<file path="config.mk">
export PLATFORM = sky130hd
export DESIGN_NAME = wb_slave_mem_bfm_ram
export DESIGN_NICKNAME = d
export VERILOG_FILES = /design/src/rtl/wb_slave_mem_bfm_pkg.sv /design/src/rtl/wb_slave_mem_bfm_ram.sv
export SDC_FILE = /design/constraint.sdc
export NUM_CORES = 1
export LEC_CHECK = 0
export CORE_ASPECT_RATIO = 1.2
export CORE_MARGIN = 10
export CORE_UTILIZATION = 50
export CTS_BUF_LIST = sky130_fd_sc_hd__clkbuf_8 sky130_fd_sc_hd__clkbuf_16
export CTS_CLUSTER_DIAMETER = 120
export DETAILED_ROUTE_END_ITERATION = 8
export GPL_ROUTABILITY_DRIVEN = 0
export PLACE_DENSITY = 0.67
export SLEW_MARGIN = 20
export SYNTH_ARGS = -nofsm -noshare
export SYNTH_HDL_FRONTEND = slang
export SYNTH_SLANG_ARGS = --single-unit
</file>
<file path="constraint.sdc">
create_clock -name clk_i -period 4.15 [get_ports clk_i]
set_input_delay 0.415 -clock clk_i [delete_from_list [all_inputs] [get_ports clk_i]]
set_output_delay 0.415 -clock clk_i [all_outputs]
set_load 0.005 [all_outputs]
</file>
<file path="src/rtl/wb_slave_mem_bfm_pkg.sv">
// Shared types and helpers for the Wishbone slave memory BFM.
package wb_slave_mem_bfm_pkg;

  typedef enum logic [1:0] {
    StIdle,
    StWait,
    StResp
  } state_e;

  localparam int unsigned CntWidth = 32;

  // Lane-wise merge for up to 64-bit words; callers zero-extend narrower buses.
  function automatic logic [63:0] byte_merge(input logic [63:0] old_word,
                                             input logic [63:0] new_word,
                                             input logic [7:0]  sel);
    logic [63:0] res;
    for (int i = 0; i < 8; i++) begin
      res[8*i +: 8] = sel[i] ? new_word[8*i +: 8] : old_word[8*i +: 8];
    end
    return res;
  endfunction

endpackage

</file>
<file path="src/rtl/wb_slave_mem_bfm_ram.sv">
// Single-port byte-enable RAM: synchronous write, asynchronous read, no reset.
module wb_slave_mem_bfm_ram
  import wb_slave_mem_bfm_pkg::*;
#(
  parameter int unsigned Depth     = 16,
  parameter int unsigned DataWidth = 32
) (
  input  logic                     clk_i,
  input  logic                     we_i,
  input  logic [$clog2(Depth)-1:0] addr_i,
  input  logic [DataWidth-1:0]     wdata_i,
  input  logic [DataWidth/8-1:0]   sel_i,
  output logic [DataWidth-1:0]     rdata_o
);

  logic [DataWidth-1:0] mem_q [Depth];

  always_ff @(posedge clk_i) begin
    if (we_i) begin
      mem_q[addr_i] <= DataWidth'(byte_merge(64'(mem_q[addr_i]), 64'(wdata_i), 8'(sel_i)));
    end
  end

  assign rdata_o = mem_q[addr_i];

endmodule

</file>
==> results of run 1 <==
==> worst min path at each step <==
| stage | endpoint | slack [ns] | cells after the start |
|---|---|---|---|
| after floorplan | mem_q[0][0]$_DFFE_PP_ | 0.80 | 2 |
| after global placement | mem_q[1][12]$_DFFE_PP_ | 1.18 | 4 |
| after detailed placement | mem_q[2][6]$_DFFE_PP_ | 1.20 | 3 |
| after CTS | mem_q[1][6]$_DFFE_PP_ | 0.60 | 3 |
| after global routing | mem_q[0][6]$_DFFE_PP_ | 0.65 | 3 |
| final | mem_q[8][6]$_DFFE_PP_ | 0.61 | 3 |
==> report_power, final <==
group	leakage [nW]	total (mW)	switching (mW)	internal [mW]
Clock	0.782	4.19	1.81	2.38
Combinational	1.91	0.825	0.471	0.355
Sequential	4.59	5.86	0.0135	5.85
Total	7.29	10.9	2.29	8.59
==> synthesized netlist by cell type, types with 4 or more instances <==
| cell | number | area [sq um] |
|---|---|---|
| sky130_fd_sc_hd__buf_4 | 14 | 105 |
| sky130_fd_sc_hd__nor2b_1 | 4 | 25.0 |
| sky130_fd_sc_hd__buf_6 | 8 | 90.1 |
| sky130_fd_sc_hd__edfxtp_1 | 512 | 15400 |
| sky130_fd_sc_hd__o22ai_1 | 22 | 138 |
| sky130_fd_sc_hd__a21oi_1 | 32 | 160 |
| sky130_fd_sc_hd__mux4_2 | 128 | 2880 |
| sky130_fd_sc_hd__buf_2 | 17 | 85.1 |
| sky130_fd_sc_hd__a221oi_2 | 31 | 465 |
| sky130_fd_sc_hd__o22ai_2 | 10 | 125 |
| sky130_fd_sc_hd__inv_1 | 4 | 15.0 |
| sky130_fd_sc_hd__buf_1 | 4 | 15.0 |
| sky130_fd_sc_hd__nor2_1 | 48 | 180 |
| sky130_fd_sc_hd__mux2i_4 | 31 | 698 |
| sky130_fd_sc_hd__clkbuf_1 | 9 | 33.8 |
==> stage by stage <==
step                      std cells  util, %  total power [mW]  cell area [sq um]  setup WS, ns
after CTS                      1575     58.2              11.0              23600         0.870
final                          1576     58.2              10.9              23700         0.890
after global placement         1490     54.5              6.80              22200         0.890
after detailed placement       1490     54.5              6.82              22200         0.866
after floorplan                 886        -              6.51              20500         0.971
after global routing           1576     58.2              11.2              23700         0.716
==> cells by family (layout without fill, tap and decap cells) <==
family	count (synthesis)	after routing	synth area share, %
AND/OR/NAND/NOR	60	60	1.25
AO/OA/AOI/OAI	96	96	4.38
flip-flops	512	512	75.0
buffers and inverters	58	209	1.85
multiplexers	160	160	17.5
==> final cells by class <==
class                   instances  area (sq um)  area share (%)
clock inverters                36           270            1.14
flip-flops and latches        512         15400            65.0
multi-input cells             316          4870            20.6
clock buffers                  49          1230            5.18
well taps                     539           674            2.85
repair buffers                120          1230            5.19
inverters                       4          15.0          0.0635
==> cell usage in the layout, fill, tap and decap left out, types with 22 or more instances in the layout <==
cell type,instances
sky130_fd_sc_hd__clkbuf_16,49
sky130_fd_sc_hd__a221oi_2,31
sky130_fd_sc_hd__mux2i_4,31
sky130_fd_sc_hd__edfxtp_1,512
sky130_fd_sc_hd__clkdlybuf4s50_1,69
sky130_fd_sc_hd__o22ai_1,22
sky130_fd_sc_hd__buf_4,37
sky130_fd_sc_hd__nor2_1,32
sky130_fd_sc_hd__mux4_2,128
sky130_fd_sc_hd__a21oi_1,32
==> per-layer routing <==
layer	global-route usage [%]	wire length (um)
met3	2.89	3150
met1	24.3	17500
met5	0	7
met4	4.91	967
met2	29.7	22200
==> worst max-delay path: cells and delay by family <==
family	cells	cell delay (ns)
buffers and inverters	3	1.42
muxes	1	0.53
AOI/OAI and AO/OA	2	0.41
==> results.json, run 1 <==
{
  "p_leak_nw": 7.29,
  "timing_worst_setup_path_type": "input pin to output port",
  "worst_slew_pin_slew_ns": 1.02,
  "wirelength_um": 43800,
  "timing_max_transition_violations_final": 0,
  "drive_gt1_share_pct": 32.5,
  "ys.warnings.count": 0,
  "finalSetupViolations": 0,
  "area.growth.synth_to_final_pct": 15.4,
  "core.rowCount": 81,
  "synthesis.instances": 886,
  "nNetsFinal": 1044,
  "post_cts_resize_count": 0,
  "timing.critical_path.slowest_cell_delay_ns": 0.57,
  "layout_top_registers": "mem_q (512)",
  "drc": 0,
  "grt_pass1_vias": 10100,
  "antenna_violating_nets_post_route": 0,
  "die_width_um": 205,
  "synthesis.area_sq_mm": 0.0205,
  "period_minus_slack_ns": 3.26,
  "cts_tree": "done",
  "hp_class": "input pin to flip-flop",
  "routed_wire_length_per_instance_um": 27.8,
  "largest-register": "mem_q",
  "clock_sinks": 512,
  "fill_cells": 2887,
  "r2r_slack_ns": 2.19,
  "grt_antenna_before_repair": 1,
  "asyncSetResetFlopFracSynth_pct": 0,
  "postSynthAreaPerCell_sq_um": 23.1,
  "timing.setup.tns_ns": 0,
  "rsz0062_at_grt": "false",
  "die_height_um": 242,
  "clk-insertion-delay-late_ns": 0.56,
  "dr_total_vias": 9533,
  "inserted_clock_buffers": 48,
  "clk_pin_slew_ns": 0.06,
  "hold_path_startpoint": "addr_i[0]",
  "core_region_area_sq_mm": 0.0406,
  "finalHoldWorstSlack_ns": 0.614,
  "regToRegEndpoint": "mem_q[15][15]$_DFFE_PP_",
  "insertedDiodeCount": 0,
  "yosys_register_bits": 512,
  "track_usage_pct": 18.0,
  "grt_start_max_net_pins": 58,
  "regToRegStartpoint": "mem_q[6][15]$_DFFE_PP_",
  "timing.critical_path.required_ns": 3.73,
  "max_cap_violations": 0,
  "timing.slew.headroom_pct": 31.7,
  "power_density_mw_per_mm2": 460,
  "hold_buffer_count_at_cts": 0,
  "post_cts.repair.setup_buffers": 0,
  "path_max_fanout": 57,
  "worstSetupEndpointType": "output port",
  "critPathSlowestCell": "sky130_fd_sc_hd__clkbuf_8",
  "initialDrtViolationCount": 749,
  "ir_worst_vdd_mv": 0.323,
  "critical_path.cell_chain": "clkbuf_8 > buf_4 > mux4_2 > o22ai_1 > a21oi_1 > clkdlybuf4s50_1",
  "crit_path_start_kind": "input pin",
  "timing.critical_path.arrival_ns": 2.84,
  "synthesis.nets": 928,
  "status": "completed",
  "cts_max_path_bufs": 3,
  "num_io_pins": 74,
  "clock_tree.root_cell": "sky130_fd_sc_hd__clkbuf_16",
  "skew_ns": 0.0173,
  "route.detailed.vias_per_inst": 6.05,
  "detailedPlacementHpwl_um": 24800,
  "share_of_the_clock_period_used_by_the_worst_path_after_layout_pct": 78.6,
  "fmax_mhz": 307,
  "htreeDepth": 2,
  "synth.yosys.seq_area_share_pct": 75.0,
  "grt_first_pass_wirelength_um": 66100,
  "final_hold_viol_count": 0,
  "router_iterations_before_antenna_repair": 4,
  "place.port_buffers": 73,
  "effective_utilization_at_floorplan_pct": 50.4,
  "critPathCapture": "rdata_o[6]",
  "grt.overflow.total": 0,
  "main_flop_type_after_synthesis": "sky130_fd_sc_hd__edfxtp_1",
  "crit_start": "addr_i[2]",
  "synth-edff-count": 512,
  "die-area_sq_mm": 0.0495,
  "largest_register_ffs": 512,
  "yosys.cell_types.count": 25,
  "rr_worst_depth": 3
}
Power figures use the tool's default switching activity.
==> run 2: changes to the inputs <==
--- a/config.mk
+++ b/config.mk
@@ -12,7 +12,7 @@
 export CTS_CLUSTER_DIAMETER = 120
 export DETAILED_ROUTE_END_ITERATION = 8
 export GPL_ROUTABILITY_DRIVEN = 0
-export PLACE_DENSITY = 0.67
+export PLACE_DENSITY = 0.7
 export SLEW_MARGIN = 20
 export SYNTH_ARGS = -nofsm -noshare
 export SYNTH_HDL_FRONTEND = slang
==> constraint.sdc (replaced) <==
create_clock -name clk_i -period 2.6 [get_ports clk_i]
set_input_delay 0.26 -clock clk_i [delete_from_list [all_inputs] [get_ports clk_i]]
set_output_delay 0.26 -clock clk_i [all_outputs]
set_load 0.005 [all_outputs]
==> run 2 against run 1 <==
  * Via count grew 1.6%
  * Non-clock buffer count grew 40
  * Power grew 61%
  * Largest cell class unchanged
  * Worst hold slack lost 0.16 ns
  * First-iteration DRC count shrank 1.9%
  * Final area grew 2.9%
  * Setup slack lost 0.82 ns
  * Critical endpoint is now rdata_o[15]
  * Utilization grew 1.7 points
  * Register-to-register slack lost 1.6 ns
  * Count of clock-buffer cells in the layout is the same
==> results.json, run 2 (same netlist as run 1, synthesis figures left out) <==
{
  "routed_wire_length_per_instance_um": 27.7,
  "cts_max_path_bufs": 3,
  "htreeDepth": 2,
  "finalCoreUtilization_pct": 59.9,
  "wirelength_um": 44800,
  "timing.critical_path.slowest_cell_delay_ns": 0.46,
  "regToRegStartpoint": "mem_q[5][10]$_DFFE_PP_",
  "insertedDiodeCount": 0,
  "timing_max_transition_violations_final": 0,
  "crit_start": "mem_q[1][15]$_DFFE_PP_",
  "core_region_area_sq_mm": 0.0406,
  "clock_tree.root_cell": "sky130_fd_sc_hd__clkbuf_16",
  "antenna_violating_nets_post_route": 0,
  "post_cts.repair.setup_buffers": 0,
  "hp_class": "input pin to flip-flop",
  "inserted_clock_buffers": 48,
  "area.growth.synth_to_final_pct": 18.7,
  "place_area_sq_mm": 0.0228,
  "worst_slew_pin_slew_ns": 1.00,
  "effective_utilization_at_floorplan_pct": 50.4,
  "worstHoldEndpoint": "mem_q[7][8]$_DFFE_PP_",
  "route.detailed.vias_per_inst": 5.99,
  "skew_ns": 0.00750,
  "status": "completed",
  "leading_cell_type_in_the_layout_fill_and_taps_excluded": "sky130_fd_sc_hd__edfxtp_1",
  "core.rowCount": 81,
  "critPathSlowestCell": "sky130_fd_sc_hd__mux4_2",
  "ir_worst_vdd_mv": 0.475,
  "worstSetupEndpointType": "output port",
  "largest_register_ffs": 512,
  "largest-register": "mem_q",
  "critPathBufInv": 1,
  "timing.critical_path.required_ns": 2.34,
  "hold_path_startpoint": "addr_i[0]",
  "drc": 0,
  "timing.setup.tns_ns": 0,
  "clk-insertion-delay-late_ns": 0.56,
  "layout_top_registers": "mem_q (512)",
  "power_density_mw_per_mm2": 718,
  "clock_sinks": 512,
  "fin_total_pwr_mw": 17.5,
  "place.port_buffers": 73,
  "drive_gt1_share_pct": 35.4,
  "fmax_mhz": 395,
  "max_cap_violations": 0,
  "grt.overflow.total": 0,
  "die_width_um": 205,
  "rsz0062_at_grt": "false",
  "share_of_the_clock_period_used_by_the_worst_path_after_layout_pct": 97.4,
  "path_max_fanout": 2,
  "p_leak_nw": 7.60,
  "clk_pin_slew_ns": 0.06,
  "critical_path.cell_chain": "mux4_2 > o22ai_1 > a21oi_1 > clkdlybuf4s50_1",
  "grt_pass1_vias": 10300,
  "timing_worst_setup_path_type": "flip-flop to output port",
  "regToRegEndpoint": "mem_q[14][10]$_DFFE_PP_",
  "finalSetupViolations": 0,
  "finalHoldWorstSlack_ns": 0.454,
  "r2r_slack_ns": 0.62,
  "timing.slew.headroom_pct": 33.1,
  "cts_tree": "done",
  "crit_path_start_kind": "flip-flop",
  "initialDrtViolationCount": 735,
  "dr_total_vias": 9689,
  "grt_antenna_before_repair": 0,
  "rr_worst_depth": 4,
  "fill_cells": 2740,
  "top_delay_family_on_crit_path": "multiplexers",
  "grt_first_pass_wirelength_um": 67300,
  "num_io_pins": 74,
  "die-area_sq_mm": 0.0495,
  "final_area_sq_mm": 0.0243,
  "die_height_um": 242,
  "hold_path_depth": 3,
  "layout.cells.most_common_list": "sky130_fd_sc_hd__edfxtp_1, sky130_fd_sc_hd__mux4_2, sky130_fd_sc_hd__clkdlybuf4s50_1",
  "final_hold_viol_count": 0,
  "nNetsFinal": 1084,
  "period_minus_slack_ns": 2.53,
  "timing.critical_path.arrival_ns": 2.27,
  "detailedPlacementHpwl_um": 26000,
  "grt_start_max_net_pins": 30,
  "track_usage_pct": 18.3,
  "router_iterations_before_antenna_repair": 5
}
==> run 2: cell count changes in the layout (fill, tap and decap cells not counted) <==
cell	delta
sky130_fd_sc_hd__o22ai_2	+6
sky130_fd_sc_hd__inv_6	-1
sky130_fd_sc_hd__o22ai_1	-6
sky130_fd_sc_hd__clkinvlp_4	-1
sky130_fd_sc_hd__inv_1	-2
sky130_fd_sc_hd__a21oi_1	-1
sky130_fd_sc_hd__dlygate4sd2_1	+1
sky130_fd_sc_hd__clkinv_1	+5
sky130_fd_sc_hd__buf_12	+28
sky130_fd_sc_hd__buf_4	+12
sky130_fd_sc_hd__clkdlybuf4s50_1	-1
sky130_fd_sc_hd__a21oi_2	+1
==> run 2: timing repair <==
action / 4_1_cts / 5_1_grt
resized for setup: 3 / 5
hold buffers: 0 / 0
endpoints found under the setup margin: 3 / 5
==> run 2: layer usage <==
metal / GRT usage (%) / part of all wire (%) / vias to the layer above
li1: - / - / 4128
met1: 23.2 / 39 / 5184
met2: 31.8 / 53 / 295
met3: 2.45 / 4.9 / 82
met4: 5.82 / 2.6 / 0
met5: 0 / 0 / -
==> run 2: how the worst max path moves through the flow <==
stage	endpoint	slack [ns]	cells past startpoint
detailed placement	mem_q[4][10]$_DFFE_PP_	-0.06	6
global route	rdata_o[10]	0.001	4
floorplan	mem_q[0][0]$_DFFE_PP_	-0.42	5
finish	rdata_o[15]	0.07	4
global placement	mem_q[8][10]$_DFFE_PP_	0.07	6
CTS	rdata_o[14]	0.02	4
==> run 2: final cells by class <==
cell class	instances	area, sq um	share of cell area, %
clock buffer	49	1230	5.04
inverter	4	15.0	0.0617
sequential	512	15400	63.2
timing repair buffer	160	1880	7.71
clock inverter	37	265	1.09
tap	539	674	2.77
multi-input combinational	316	4910	20.2
==> run 2: per-stage QoR <==
| stage | instances | worst slack (ns) |
|---|---|---|
| 6_report | 1617 | 0.0675 |
| 3_5_place_dp | 1531 | -0.0596 |
| 4_1_cts | 1617 | 0.0203 |
| 2_1_floorplan | 886 | -0.424 |
| 3_3_place_gp | 1531 | 0.0659 |
| 5_1_grt | 1617 | 0.00127 |
==> run 2: power by group <==
part	internal [mW]	switching, mW	leakage [nW]	total, mW
Sequential	9.34	0.0228	4.59	9.36
Combinational	0.642	0.774	2.24	1.42
Clock	3.80	2.91	0.775	6.71
==> run 2: worst reg2reg max path: stages, from the launching register on <==
cell and delay [ns]:
sky130_fd_sc_hd__edfxtp_1 0.33, sky130_fd_sc_hd__mux4_2 0.24, sky130_fd_sc_hd__o22ai_1 0.11, sky130_fd_sc_hd__buf_4 0.15
sky130_fd_sc_hd__a221oi_2 0.81
